## src/rtl/facto_seq_ctrl_if.sv

```systemverilog
// ---------------------------------------------------------------------------
// facto_seq_ctrl_if
// Bundles the command, multiplier-handshake and status signals of
// facto_seq_ctrl.
//   slave  : the sequencer side (consumes commands and multiplier results,
//            drives the factor/accumulator, the multiplier strobes and status)
//   master : the environment side (issues commands, models the multiplier)
// Signals:
//   opstart/opclear/mode/operand/count : command inputs to the sequencer
//   m_opdone/m_result                  : external multiplier completion/product
//   multiplier/multiplicand            : operands presented to the multiplier
//   m_opstart/m_opclear                : multiplier start / clear strobes
//   result/busy/done/overflow          : sequencer status
// ---------------------------------------------------------------------------
interface facto_seq_ctrl_if #(
    parameter int WIDTH = 64
);
    logic                 opstart;
    logic                 opclear;
    logic                 mode;
    logic [WIDTH-1:0]     operand;
    logic [WIDTH-1:0]     count;
    logic                 m_opdone;
    logic [2*WIDTH-1:0]   m_result;
    logic [WIDTH-1:0]     multiplier;
    logic [WIDTH-1:0]     multiplicand;
    logic                 m_opstart;
    logic                 m_opclear;
    logic [WIDTH-1:0]     result;
    logic                 busy;
    logic                 done;
    logic                 overflow;

    modport slave (
        input  opstart, opclear, mode, operand, count, m_opdone, m_result,
        output multiplier, multiplicand, m_opstart, m_opclear,
               result, busy, done, overflow
    );

    modport master (
        output opstart, opclear, mode, operand, count, m_opdone, m_result,
        input  multiplier, multiplicand, m_opstart, m_opclear,
               result, busy, done, overflow
    );
endinterface

```

## src/rtl/facto_seq_ctrl.sv

```systemverilog
// ---------------------------------------------------------------------------
// facto_seq_ctrl
// Sequences an external multiplier to compute either n! (mode 0) or the
// falling product n*(n-1)*...*(n-k+1) (mode 1). Each multiply is one
// CHECK -> MUL_REQ -> MUL_WAIT round trip; the accumulator keeps the low
// WIDTH bits of each product and a sticky flag records any lost high bits.
// Ports:
//   clk   : clock, rising edge
//   reset : asynchronous active-high reset
//   bus   : facto_seq_ctrl_if.slave (commands, multiplier handshake, status)
// ---------------------------------------------------------------------------
module facto_seq_ctrl #(
    parameter int WIDTH = 64
) (
    input  logic             clk,
    input  logic             reset,
    facto_seq_ctrl_if.slave  bus
);

    typedef enum logic [2:0] {
        IDLE     = 3'd0,
        CHECK    = 3'd1,
        MUL_REQ  = 3'd2,
        MUL_WAIT = 3'd3,
        DONE     = 3'd4
    } state_t;

    localparam logic [WIDTH-1:0] ONE = {{(WIDTH-1){1'b0}}, 1'b1};

    state_t           state_q, state_d;
    logic [WIDTH-1:0] n_q, n_d;          // next factor to multiply in
    logic [WIDTH-1:0] rem_q, rem_d;      // multiplies still owed (mode 1)
    logic [WIDTH-1:0] acc_q, acc_d;      // running product, low WIDTH bits
    logic [WIDTH-1:0] mplier_q, mplier_d;
    logic [WIDTH-1:0] mcand_q, mcand_d;
    logic             mode_q, mode_d;
    logic             ovf_q, ovf_d;
    logic             mclr_q, mclr_d;

    always_comb begin
        state_d  = state_q;
        n_d      = n_q;
        rem_d    = rem_q;
        acc_d    = acc_q;
        mplier_d = mplier_q;
        mcand_d  = mcand_q;
        mode_d   = mode_q;
        ovf_d    = ovf_q;
        mclr_d   = 1'b0;

        if (bus.opclear) begin
            // Abort has priority over any start request or multiplier strobe.
            state_d = IDLE;
            acc_d   = '0;
            ovf_d   = 1'b0;
            mclr_d  = 1'b1;
        end else begin
            case (state_q)
                IDLE, DONE: begin
                    if (bus.opstart) begin
                        n_d     = bus.operand;
                        mode_d  = bus.mode;
                        ovf_d   = 1'b0;
                        state_d = CHECK;
                        if (bus.mode && (bus.count > bus.operand)) begin
                            // Falling product passes through zero: the answer
                            // is 0 and no multiplies are needed (rem = 0 makes
                            // CHECK finish immediately).
                            rem_d = '0;
                            acc_d = '0;
                        end else begin
                            rem_d = bus.mode ? bus.count : bus.operand;
                            acc_d = ONE;
                        end
                    end
                end
                CHECK: begin
                    if ((!mode_q && (n_q <= ONE)) || (mode_q && (rem_q == '0))) begin
                        state_d = DONE;
                    end else begin
                        state_d  = MUL_REQ;
                        mplier_d = n_q;
                        mcand_d  = acc_q;
                    end
                end
                MUL_REQ: begin
                    state_d = MUL_WAIT;
                end
                MUL_WAIT: begin
                    if (bus.m_opdone) begin
                        acc_d   = bus.m_result[WIDTH-1:0];
                        ovf_d   = ovf_q | (|bus.m_result[2*WIDTH-1:WIDTH]);
                        n_d     = n_q - ONE;
                        rem_d   = rem_q - ONE;
                        state_d = CHECK;
                    end
                end
                default: begin
                    state_d = IDLE;
                end
            endcase
        end
    end

    always_ff @(posedge clk or posedge reset) begin
        if (reset) begin
            state_q  <= IDLE;
            n_q      <= '0;
            rem_q    <= '0;
            acc_q    <= '0;
            mplier_q <= '0;
            mcand_q  <= '0;
            mode_q   <= 1'b0;
            ovf_q    <= 1'b0;
            mclr_q   <= 1'b0;
        end else begin
            state_q  <= state_d;
            n_q      <= n_d;
            rem_q    <= rem_d;
            acc_q    <= acc_d;
            mplier_q <= mplier_d;
            mcand_q  <= mcand_d;
            mode_q   <= mode_d;
            ovf_q    <= ovf_d;
            mclr_q   <= mclr_d;
        end
    end

    assign bus.result       = acc_q;
    assign bus.multiplier   = mplier_q;
    assign bus.multiplicand = mcand_q;
    assign bus.overflow     = ovf_q;
    assign bus.m_opclear    = mclr_q;
    assign bus.m_opstart    = (state_q == MUL_REQ);
    assign bus.done         = (state_q == DONE);
    assign bus.busy         = (state_q == CHECK) || (state_q == MUL_REQ) ||
                              (state_q == MUL_WAIT);

endmodule

```

## src/flat_wrapper.sv

```systemverilog
// flat-port wrapper written by rule: the top's interface ports become plain ports
module facto_seq_ctrl_flat 
#(
    parameter int WIDTH = 64
)
  (clk, reset, bus_opstart, bus_opclear, bus_mode, bus_operand, bus_count, bus_m_opdone, bus_m_result, bus_multiplier, bus_multiplicand, bus_m_opstart, bus_m_opclear, bus_result, bus_busy, bus_done, bus_overflow);
  facto_seq_ctrl_if #(.WIDTH(WIDTH)) bus_i ();
  input  logic clk;
  input  logic reset;
  input wire logic [$bits(bus_i.opstart)-1:0] bus_opstart;
  input wire logic [$bits(bus_i.opclear)-1:0] bus_opclear;
  input wire logic [$bits(bus_i.mode)-1:0] bus_mode;
  input wire logic [$bits(bus_i.operand)-1:0] bus_operand;
  input wire logic [$bits(bus_i.count)-1:0] bus_count;
  input wire logic [$bits(bus_i.m_opdone)-1:0] bus_m_opdone;
  input wire logic [$bits(bus_i.m_result)-1:0] bus_m_result;
  output wire logic [$bits(bus_i.multiplier)-1:0] bus_multiplier;
  output wire logic [$bits(bus_i.multiplicand)-1:0] bus_multiplicand;
  output wire logic [$bits(bus_i.m_opstart)-1:0] bus_m_opstart;
  output wire logic [$bits(bus_i.m_opclear)-1:0] bus_m_opclear;
  output wire logic [$bits(bus_i.result)-1:0] bus_result;
  output wire logic [$bits(bus_i.busy)-1:0] bus_busy;
  output wire logic [$bits(bus_i.done)-1:0] bus_done;
  output wire logic [$bits(bus_i.overflow)-1:0] bus_overflow;
  assign bus_i.opstart = bus_opstart;
  assign bus_i.opclear = bus_opclear;
  assign bus_i.mode = bus_mode;
  assign bus_i.operand = bus_operand;
  assign bus_i.count = bus_count;
  assign bus_i.m_opdone = bus_m_opdone;
  assign bus_i.m_result = bus_m_result;
  assign bus_multiplier = bus_i.multiplier;
  assign bus_multiplicand = bus_i.multiplicand;
  assign bus_m_opstart = bus_i.m_opstart;
  assign bus_m_opclear = bus_i.m_opclear;
  assign bus_result = bus_i.result;
  assign bus_busy = bus_i.busy;
  assign bus_done = bus_i.done;
  assign bus_overflow = bus_i.overflow;
  facto_seq_ctrl #(.WIDTH(WIDTH)) u_core (.clk(clk), .reset(reset), .bus(bus_i));
endmodule
```

## config.mk

```make
export PLATFORM = sky130hd
export DESIGN_NAME = facto_seq_ctrl_flat
export DESIGN_NICKNAME = d
export VERILOG_FILES = /design/src/rtl/facto_seq_ctrl_if.sv /design/src/rtl/facto_seq_ctrl.sv /design/src/flat_wrapper.sv
export SDC_FILE = /design/constraint.sdc
export NUM_CORES = 1
export LEC_CHECK = 0
export ABC_AREA = 1
export BUFFER_PORTS_ARGS = -buffer_cell sky130_fd_sc_hd__buf_2
export CAP_MARGIN = 20
export CORE_MARGIN = 2
export CORE_UTILIZATION = 40
export CTS_CLUSTER_SIZE = 30
export DETAILED_ROUTE_END_ITERATION = 10
export HOLD_SLACK_MARGIN = 0.05
export MAX_ROUTING_LAYER = met4
export PLACE_DENSITY_LB_ADDON = 0.08
export SLEW_MARGIN = 20
export SYNTH_ARGS = -nofsm -noshare
export SYNTH_HDL_FRONTEND = slang
export SYNTH_SLANG_ARGS = --single-unit
```

## constraint.sdc

```tcl
create_clock -name clk -period 11.3 [get_ports clk]
set_input_delay 1.13 -clock clk [delete_from_list [all_inputs] [get_ports clk]]
set_output_delay 1.13 -clock clk [all_outputs]
set_load 0.05 [all_outputs]
```

## After elaboration in Yosys (flattened, before gate mapping)

Cells that the tools add are included.

- Bits in registers: 326
- Bits in latches: 0
- RAM bits: 0
- Memory bits (read-only): 0
- Logic and storage cells: 65
- Memories kept: 0

- Add/subtract/negate cells: 2
- $mul: 0
- Divide/modulo/power cells: 0
- $lt $le $gt $ge: 2
- Equal/unequal tests: 8
- Shift operators: 0
- Multiplexer cells: 23
- Bitwise operators: 3
- Reduce and logical (&&, ||, !) cells: 18

Operators by type and width:

| cell | number |
|---|---|
| 2-to-1 mux 64 bit | 9 |
| case mux 64 bit (2 select lines) | 3 |
| subtractor 64 x 1 -> 64 bit (second input constant) | 2 |
| > comparator 64 bit | 1 |
| less-or-equal comparator 64 x 1 -> 1 bit (second input constant) | 1 |
| zero test 64 bit | 1 |
| OR reduction 64 bit | 1 |
| 2-to-1 mux 3 bit | 4 |
| case mux 3 bit (4 select lines) | 1 |
| AND reduction 3 bit | 3 |
| equality test 3 x 2 -> 1 bit (second input constant) | 2 |
| inequality test 3 bit (second input constant) | 2 |
| 2-to-1 mux 1 bit | 5 |
| inequality test 2 bit (second input constant) | 2 |
| AND reduction 4 bit | 1 |
| equality test 3 x 1 -> 1 bit (second input constant) | 1 |
| equality test 3 bit (second input constant) | 1 |
| logical AND 1 bit | 3 |
| zero test 3 bit | 1 |
| logical OR 1 bit | 3 |
| nonzero test 3 bit | 1 |
| inverter 1 bit | 2 |
| case mux 1 bit (2 select lines) | 1 |
| AND reduction 2 bit | 1 |
| 4 further kinds | 4 |

## Logic depth before layout (Yosys ltp)

Gate-level depths: netlist of the first run.

- Word-level depth: 6
- Gate-level depth with buffers: 22
- Depth with buffers taken out: 20

## Worst setup path before layout of the first run

No wires, ideal clock.

- Path kind: input -> register
- From: in bus_operand[23]
- To: reg u_core.rem_q[2]
- Library setup time: 66 ps
- Arrival: 2779 ps
- Data required time: 11234 ps
- Slack: 8456 ps
- Cell stages on the path: 16
- Path through: inv_1 > ha_1 > nand2_1 > nor2_1 > nand3b_1 > nor3b_1 > nand3b_1 > nor2_1 > nor2_1 > nand2_1 > buf_2 > buf_2 > nand3_1 > nand2_1 > nand2_1 > nand2_1

- Cells in the longest elaborated chain, start to end: 5

Ends and longest elaborated chain:

| what | line | text |
|---|---|---|
| start: declaration | flat_wrapper.sv:13 | `input wire logic [$bits(bus_i.operand)-1:0] bus_operand;` |
| > comparator 64 bit | facto_seq_ctrl.sv:65 | `if (bus.mode && (bus.count > bus.operand)) begin` |
| logical AND 1 bit | facto_seq_ctrl.sv:65 |  |
| 2-to-1 mux 64 bit | facto_seq_ctrl.sv:65 |  |
| 2-to-1 mux 64 bit | facto_seq_ctrl.sv:60 | `if (bus.opstart) begin` |
| case mux 64 bit (2 select lines) | facto_seq_ctrl.sv:58 | `case (state_q)` |
| end signal: assignment | facto_seq_ctrl.sv:119 | `rem_q <= rem_d;` |
| end: declaration | facto_seq_ctrl.sv:32 | `logic [WIDTH-1:0] rem_q, rem_d;` |

Every way passes these cells. The select of a mux whose other input is x is not followed.
A chain may end at the register's enable or synchronous reset.

## Worst setup path after layout of the first run

- From: reg u_core.state_q[2]
- To: reg u_core.n_q[29]

- Cells in the longest elaborated chain, start to end: 4
- Elaborated cells on any way between the ends: 9

Ends and longest elaborated chain:

| what | line | text |
|---|---|---|
| start: declaration | facto_seq_ctrl.sv:30 | `state_t state_q, state_d;` |
| start signal: assignment | facto_seq_ctrl.sv:117 | `state_q <= state_d;` |
| equality test 3 bit / zero test 3 bit (equally long branches) | facto_seq_ctrl.sv:58 |  |
| OR reduction 2 bit | facto_seq_ctrl.sv:58 |  |
| inequality test 2 bit (no source line) / nonzero test 2 bit (equally long branches) | -- |  |
| AND reduction 4 bit (no source line) | -- |  |
| end signal: assignment | facto_seq_ctrl.sv:118 | `n_q <= n_d;` |
| end: declaration | facto_seq_ctrl.sv:31 | `logic [WIDTH-1:0] n_q, n_d;` |

Several ways; a longest one is shown, not always the timed one.

==> results.json, run 1 <==
{
  "cts_root_buf": "clkbuf_16",
  "clock.fmax_mhz": 220,
  "syn_nets": 3014,
  "comb_power_share_pct": 43.9,
  "grt_usage_pct": 30.4,
  "cp_common_cell": "inv_1",
  "power.density_nw_per_um2": 241,
  "first_iter_violations": 1597,
  "p_seq_share_pct": 33.4,
  "dp_slack_ns": 6.71,
  "detail_route.wl_per_cell_microns": 20.6,
  "hold_path_class": "reg2reg",
  "slowest_delay_ns": 0.83,
  "crit_arrival_ns": 5.00,
  "syn_area_sq_um": 20200,
  "p_leak_uw": 0.0117,
  "area_delta_synth_final_pct": 19.1,
  "min_period_ns": 4.55,
  "ctsHoldBuffers": 0,
  "p_sw_uw": 2780,
  "cts_setup_buffers": 0,
  "fin_ws_ns": 6.75,
  "cts_resized": 0,
  "fin_tns_setup_ns": 0,
  "num_vias": 20001,
  "maxSlewHeadroom_pct": 31.4,
  "grt_pass1_vias": 19308,
  "place_area_sq_um": 22600,
  "worst_pin_slew_ns": 1.03,
  "fin_area_sq_um": 24000,
  "r2r-start": "u_core.state_q[2]$_DFFE_PP0P_",
  "core_sq_um": 50000,
  "vdd_drop_max_mv": 0.132,
  "finClkSkew_ns": 0.0403,
  "route.detailed.drc": 0,
  "rsz0062_at_grt": "false",
  "crit_path_max_fanout": 90,
  "cts_inserted_buffers": 38,
  "crit_type": "reg2reg",
  "h-tree-depth": 2,
  "status": "finished, final reports clean",
  "r2r_end": "u_core.n_q[29]$_DFFE_PP0P_",
  "clock_latency_ns": 0.58,
  "yosys_warnings": 0,
  "detail-route-antenna-nets": 0,
  "worstPathCellList": "inv_1, nand2_1, nor2_4, inv_4, or2_4, nand2_4, clkinv_2, buf_4, o21ai_0, a32o_1, inv_1",
  "p_sw_share_pct": 48.0,
  "grt_start_max_net_pins": 133,
  "min_path_cells": 2,
  "critPathSlowestCell": "clkinv_2",
  "required_ns": 11.75,
  "synth_seq_cells": 326,
  "r2r_cells": 11,
  "hold_path_end": "u_core.bus.multiplicand[51]$_DFFE_PP0P_",
  "dp.final_hpwl_microns": 60300,
  "syn_inst": 2685,
  "io_pins": 459,
  "cts_tree": "built",
  "worstHoldStart": "u_core.bus.multiplicand[51]$_DFFE_PP0P_",
  "p_int_uw": 3010,
  "ys_seq_area_share_pct": 40.5,
  "avgSynthCellArea_sq_um": 7.50,
  "portBuffers": 458,
  "power_frac_clock_pct": 22.7,
  "drive_above_1_share_pct": 23.7,
  "endpoint_kind": "flop",
  "grt_pass1_wl_microns": 119000,
  "clock-sinks": 326,
  "die_h_microns": 228,
  "clock_path_buffers": 3,
  "die_w_microns": 228,
  "synth_cell_types": 49,
  "start_util_pct": 40.3,
  "avgViaCountPerCell": 5.28,
  "finalHoldViolations": 0,
  "drtPass1Iterations": 7,
  "finalMaxSlewViolations": 0,
  "clk_pin_slew_worst_paths_ns": 0.06,
  "max_cap_violations": 0,
  "period_share_pct": 40.3,
  "ff2ff_setup_slack_ns": 6.75,
  "die-area_sq_um": 52200,
  "overflow": 0,
  "finalSetupViolations": 0,
  "rows": 82,
  "antenna_found_initial": 17,
  "worstSetupStartpointType": "flop",
  "drt_wl_total_microns": 78100,
  "gp_congestion": 0.984,
  "nNetsFinal": 3401
}
[cell usage in the layout, fill, tap and decap left out, types with 11 or more instances in the layout]
cell type,instances
a21oi_1,188
buf_2,457
buf_4,14
clkbuf_16,38
dfrtp_1,326
diode_2,14
ha_1,67
inv_1,281
nand2_1,496
nand2_2,86
nand3_1,183
nand4_1,24
nor2_1,330
nor3_1,26
nor4_1,21
o21ai_0,288
o21ai_1,24
o21ai_2,80
xnor2_1,11
xor2_1,51
[Yosys cell counts (all sizes together)]
| library cell | instances | area (sq um) |
|---|---|---|
| a21o | 2 | 15.0 |
| a21oi | 188 | 941 |
| a22oi | 8 | 60.1 |
| a31o | 1 | 8.76 |
| a31oi | 1 | 6.26 |
| a32o | 1 | 10.0 |
| a32oi | 1 | 8.76 |
| buf | 69 | 569 |
| clkbuf | 56 | 210 |
| dfrtp | 326 | 8160 |
| ha | 67 | 838 |
| inv | 286 | 1070 |
| nand2 | 585 | 2430 |
| nand3 | 184 | 933 |
| nand3b | 5 | 37.5 |
| nand4 | 25 | 163 |
| nor2 | 342 | 1330 |
| nor3 | 31 | 186 |
| nor3b | 2 | 15.0 |
| nor4 | 21 | 131 |
| o211ai | 2 | 20.0 |
| o21a | 5 | 37.5 |
| o21ai | 392 | 2260 |
| o21bai | 2 | 15.0 |
| o221ai | 1 | 8.76 |
| o22ai | 7 | 43.8 |
| o2bb2ai | 1 | 8.76 |
| o31ai | 5 | 37.5 |
| o32ai | 1 | 8.76 |
| or2 | 6 | 40.0 |
| xnor2 | 11 | 96.3 |
| xor2 | 51 | 447 |
[state kept, by name (all words and copies together) (netlist names)]
signal and flops:
u_core.bus.m_opclear 1, u_core.bus.multiplicand 64, u_core.bus.multiplier 64, u_core.bus.overflow 1, u_core.bus.result 64, u_core.mode_q 1
u_core.n_q 64, u_core.rem_q 64, u_core.state_q 3
[routing by layer]
metal / part of all wire (%) / up-vias / track usage [%]
met2: 45 / 779 / 47.2
li1: - / 9596 / -
met3: 7.4 / 118 / 6.47
met1: 44 / 9508 / 39.4
met4: 3.9 / 0 / 10.4
met5: 0 / - / -
[critical path, delay by kind of cell, from the launching register on]
kind,cells,cell delay (ns)
buf+inv,5,1.98
flops,1,0.41
simple gates,4,1.62
compound gates,2,0.38
[stage by stage]
| stage | utilization [%] | instances | hold slack, ns | total power (uW) |
|---|---|---|---|---|
| after CTS | 48.0 | 3772 | 0.485 | 5830 |
| after global placement | 45.3 | 3704 | 0.463 | 4440 |
| after floorplan | - | 2685 | 0.466 | 3830 |
| after detailed placement | 45.3 | 3704 | 0.469 | 4490 |
| after global routing | 48.0 | 3783 | 0.498 | 6170 |
| final | 48.0 | 3786 | 0.481 | 5790 |
[power by group through the flow]
| stage | combinational (uW) | sequential, uW | clock, uW |
|---|---|---|---|
| after floorplan | 1450 | 2380 | 0 |
| after global placement | 2510 | 1940 | 0 |
| after detailed placement | 2540 | 1940 | 0 |
| after CTS | 2550 | 1930 | 1350 |
| after global routing | 2800 | 1990 | 1380 |
| final | 2550 | 1930 | 1310 |
[kinds of logic (layout without fill, tap and decap cells)]
| group | count (synthesis) | in the layout | synth area share [%] |
|---|---|---|---|
| adders and majority gates | 67 | 67 | 4.16 |
| and+or+nand+nor | 1201 | 1201 | 26.1 |
| other | 0 | 14 | 0 |
| xor gates and xnor gates | 62 | 62 | 2.69 |
| DFF | 326 | 326 | 40.5 |
| buffers and inverters | 411 | 826 | 9.20 |
| AOI/OAI and AO/OA | 618 | 618 | 17.3 |
[worst max path at each step]
stage	from	to	slack [ns]	cells past startpoint
after floorplan	reset	u_core.bus.m_opclear$_DFF_PP0_	1.14	1
after global placement	u_core.state_q[2]$_DFFE_PP0P_	u_core.n_q[17]$_DFFE_PP0P_	6.87	12
after detailed placement	u_core.state_q[2]$_DFFE_PP0P_	u_core.n_q[29]$_DFFE_PP0P_	6.71	11
after CTS	u_core.state_q[2]$_DFFE_PP0P_	u_core.n_q[29]$_DFFE_PP0P_	6.72	11
after global routing	u_core.state_q[2]$_DFFE_PP0P_	u_core.n_q[29]$_DFFE_PP0P_	6.37	11
final	u_core.state_q[2]$_DFFE_PP0P_	u_core.n_q[29]$_DFFE_PP0P_	6.75	11
[area by class of cell]
class,count,area [sq um]
fill,5149,26000
multi-input combinational,1948,10200
sequential,326,8160
timing repair buffer,472,2410
clock buffer,54,1100
inverter,286,1080
tap,672,841
clock inverter,14,211
antenna,14,35.0
No activity file was read; power rests on OpenSTA's default activity.
==> run 2, diff against run 1 <==
Clock period 11.3 ns to 3.9 ns, I/O delays scaled along.
==> run 2 against run 1 <==
Final area is 2.3% higher. Largest power group unchanged. Worst hold slack worse by 0.41 ns. Highest routed layer unchanged. Largest cell class unchanged. Routed wire length is 1.6% higher. Cell count is 1.3% higher.
==> results.json, run 2 (synthesis gave the netlist of run 1 again) <==
{
  "finalSetupViolations": 0,
  "clock.fmax_mhz": 329,
  "cts_setup_buffers": 0,
  "worst_pin_slew_ns": 0.880,
  "antenna_found_initial": 15,
  "power.density_nw_per_um2": 691,
  "place_area_sq_um": 22900,
  "route.detailed.drc": 0,
  "drive_above_1_share_pct": 24.0,
  "grt_pass1_vias": 19496,
  "fin_ws_ns": 0.860,
  "cts_tree": "built",
  "cts_inserted_buffers": 40,
  "fin_area_sq_um": 24500,
  "clock_path_buffers": 3,
  "cts_root_buf": "clkbuf_16",
  "worstSetupStartpointType": "flop",
  "rsz0062_at_grt": "false",
  "gp_congestion": 1.00,
  "multiInputGateArea_sq_um": 10200,
  "required_ns": 4.39,
  "r2r_cells": 9,
  "p_leak_uw": 0.0120,
  "first_iter_violations": 1723,
  "core_sq_um": 50000,
  "die-area_sq_um": 52200,
  "clock_latency_ns": 0.57,
  "overflow": 0,
  "crit_arrival_ns": 3.53,
  "h-tree-depth": 2,
  "max_cap_violations": 0,
  "ff2ff_setup_slack_ns": 0.86,
  "endpoint_kind": "flop",
  "dp.final_hpwl_microns": 61900,
  "finalMaxSlewViolations": 0,
  "vdd_drop_max_mv": 0.393,
  "crit_path_max_fanout": 70,
  "fin_tns_setup_ns": 0,
  "p_total_uw": 17000,
  "clock-sinks": 326,
  "num_vias": 19942,
  "area_delta_synth_final_pct": 21.8,
  "status": "finished, final reports clean",
  "grt_pass1_wl_microns": 120000,
  "min_period_ns": 3.04,
  "dp_slack_ns": 0.742,
  "hold_path_class": "in2reg",
  "die_w_microns": 228,
  "clk_pin_slew_worst_paths_ns": 0.06,
  "die_h_microns": 228,
  "min_path_cells": 3,
  "period_share_pct": 78.0,
  "start_util_pct": 40.3,
  "finalHoldViolations": 0,
  "detail_route.wl_per_cell_microns": 20.7,
  "crit_type": "reg2reg",
  "io_pins": 459,
  "utilization_pct": 49.1,
  "rows": 82,
  "register_area_sq_um": 8160,
  "avgViaCountPerCell": 5.20,
  "portBuffers": 458,
  "grt_start_max_net_pins": 130,
  "nNetsFinal": 3450,
  "grt_usage_pct": 30.8,
  "maxSlewHeadroom_pct": 40.9,
  "fillers": 5091,
  "detail-route-antenna-nets": 0,
  "layout_commonest_cell": "nand2_1",
  "drtPass1Iterations": 5,
  "finClkSkew_ns": 0.0259,
  "drt_wl_total_microns": 79300,
  "layout_common_cells": "496 x nand2_1, 457 x buf_2, 330 x nor2_1, 326 x dfrtp_1, 288 x o21ai_0"
}
==> run 2: cell count changes in the layout (fill, tap and decap cells not counted), sizes merged <==
| cell | change |
|---|---|
| inv | -2 |
| diode | -2 |
| bufinv | -1 |
| dlygate4sd3 | +25 |
| buf | +22 |
| clkbuf | +6 |
| clkinv | +2 |
==> run 2: cell type report <==
type | count | area share [%]
clock inverter | 13 | 0.683
antenna | 12 | 0.122
tap | 672 | 3.43
timing repair buffer | 519 | 12.0
clock buffer | 60 | 4.80
multi-input combinational | 1948 | 41.4
inverter | 286 | 4.40
sequential | 326 | 33.2
==> run 2: final timing paths <==
| kind | startpoint | to |
|---|---|---|
| hold / removal | bus_m_result[38] | u_core.bus.result[38]$_DFFE_PP0P_ |
| max in group asynchronous | reset | u_core.bus.result[9]$_DFFE_PP0P_ |
| min in group asynchronous | reset | u_core.bus.multiplicand[57]$_DFFE_PP0P_ |
| setup / recovery | u_core.rem_q[60]$_DFFE_PP0P_ | u_core.bus.multiplier[37]$_DFFE_PP0P_ |
| setup reg to reg | u_core.rem_q[60]$_DFFE_PP0P_ | u_core.bus.multiplier[37]$_DFFE_PP0P_ |
| hold reg to reg | u_core.bus.multiplicand[42]$_DFFE_PP0P_ | u_core.bus.multiplicand[42]$_DFFE_PP0P_ |
==> run 2: metal layers <==
layer  vias to the layer above  GRT usage [%]  routed length (microns)
li1                       9685              -                        -
met1                      9391           39.6                    34600
met2                       732           48.8                    36500
met3                       134           5.81                     5210
met4                         0           10.4                     2920
met5                         -              -                        0
==> run 2: power breakdown <==
| group | internal, uW | total (uW) | leakage [uW] | switching, uW |
|---|---|---|---|---|
| combinational | 2100 | 7490 | 0.00714 | 5390 |
| sequential | 4490 | 5620 | 0.00419 | 1120 |
| clock | 2300 | 3870 | 0.000656 | 1570 |
| total | 8890 | 17000 | 0.0120 | 8080 |
==> run 2: timing repair <==
| item | 4_1_cts | 5_1_grt |
|---|---|---|
| hold buffers | 25 | 0 |
| endpoints found under the hold margin | 52 | 0 |
| resized for setup | 0 | 0 |
==> run 2: through the flow <==
step | hold WS [ns] | instances
after floorplan | 0.421 | 2685
after global placement | 0.462 | 3726
after detailed placement | 0.467 | 3726
after CTS | 0.0520 | 3824
after global routing | 0.0764 | 3835
final | 0.0696 | 3836
==> run 2: worst max-delay path, stage by stage, from the launching register on <==
cell and delay [ns]:
dfrtp_1 0.41, or2_2 0.33, nor4_1 0.66, nand4_1 0.30, nand2_1 0.20, nand2_2 0.10
nand3_4 0.28, buf_12 0.40, nand2_2 0.10, o21ai_2 0.08
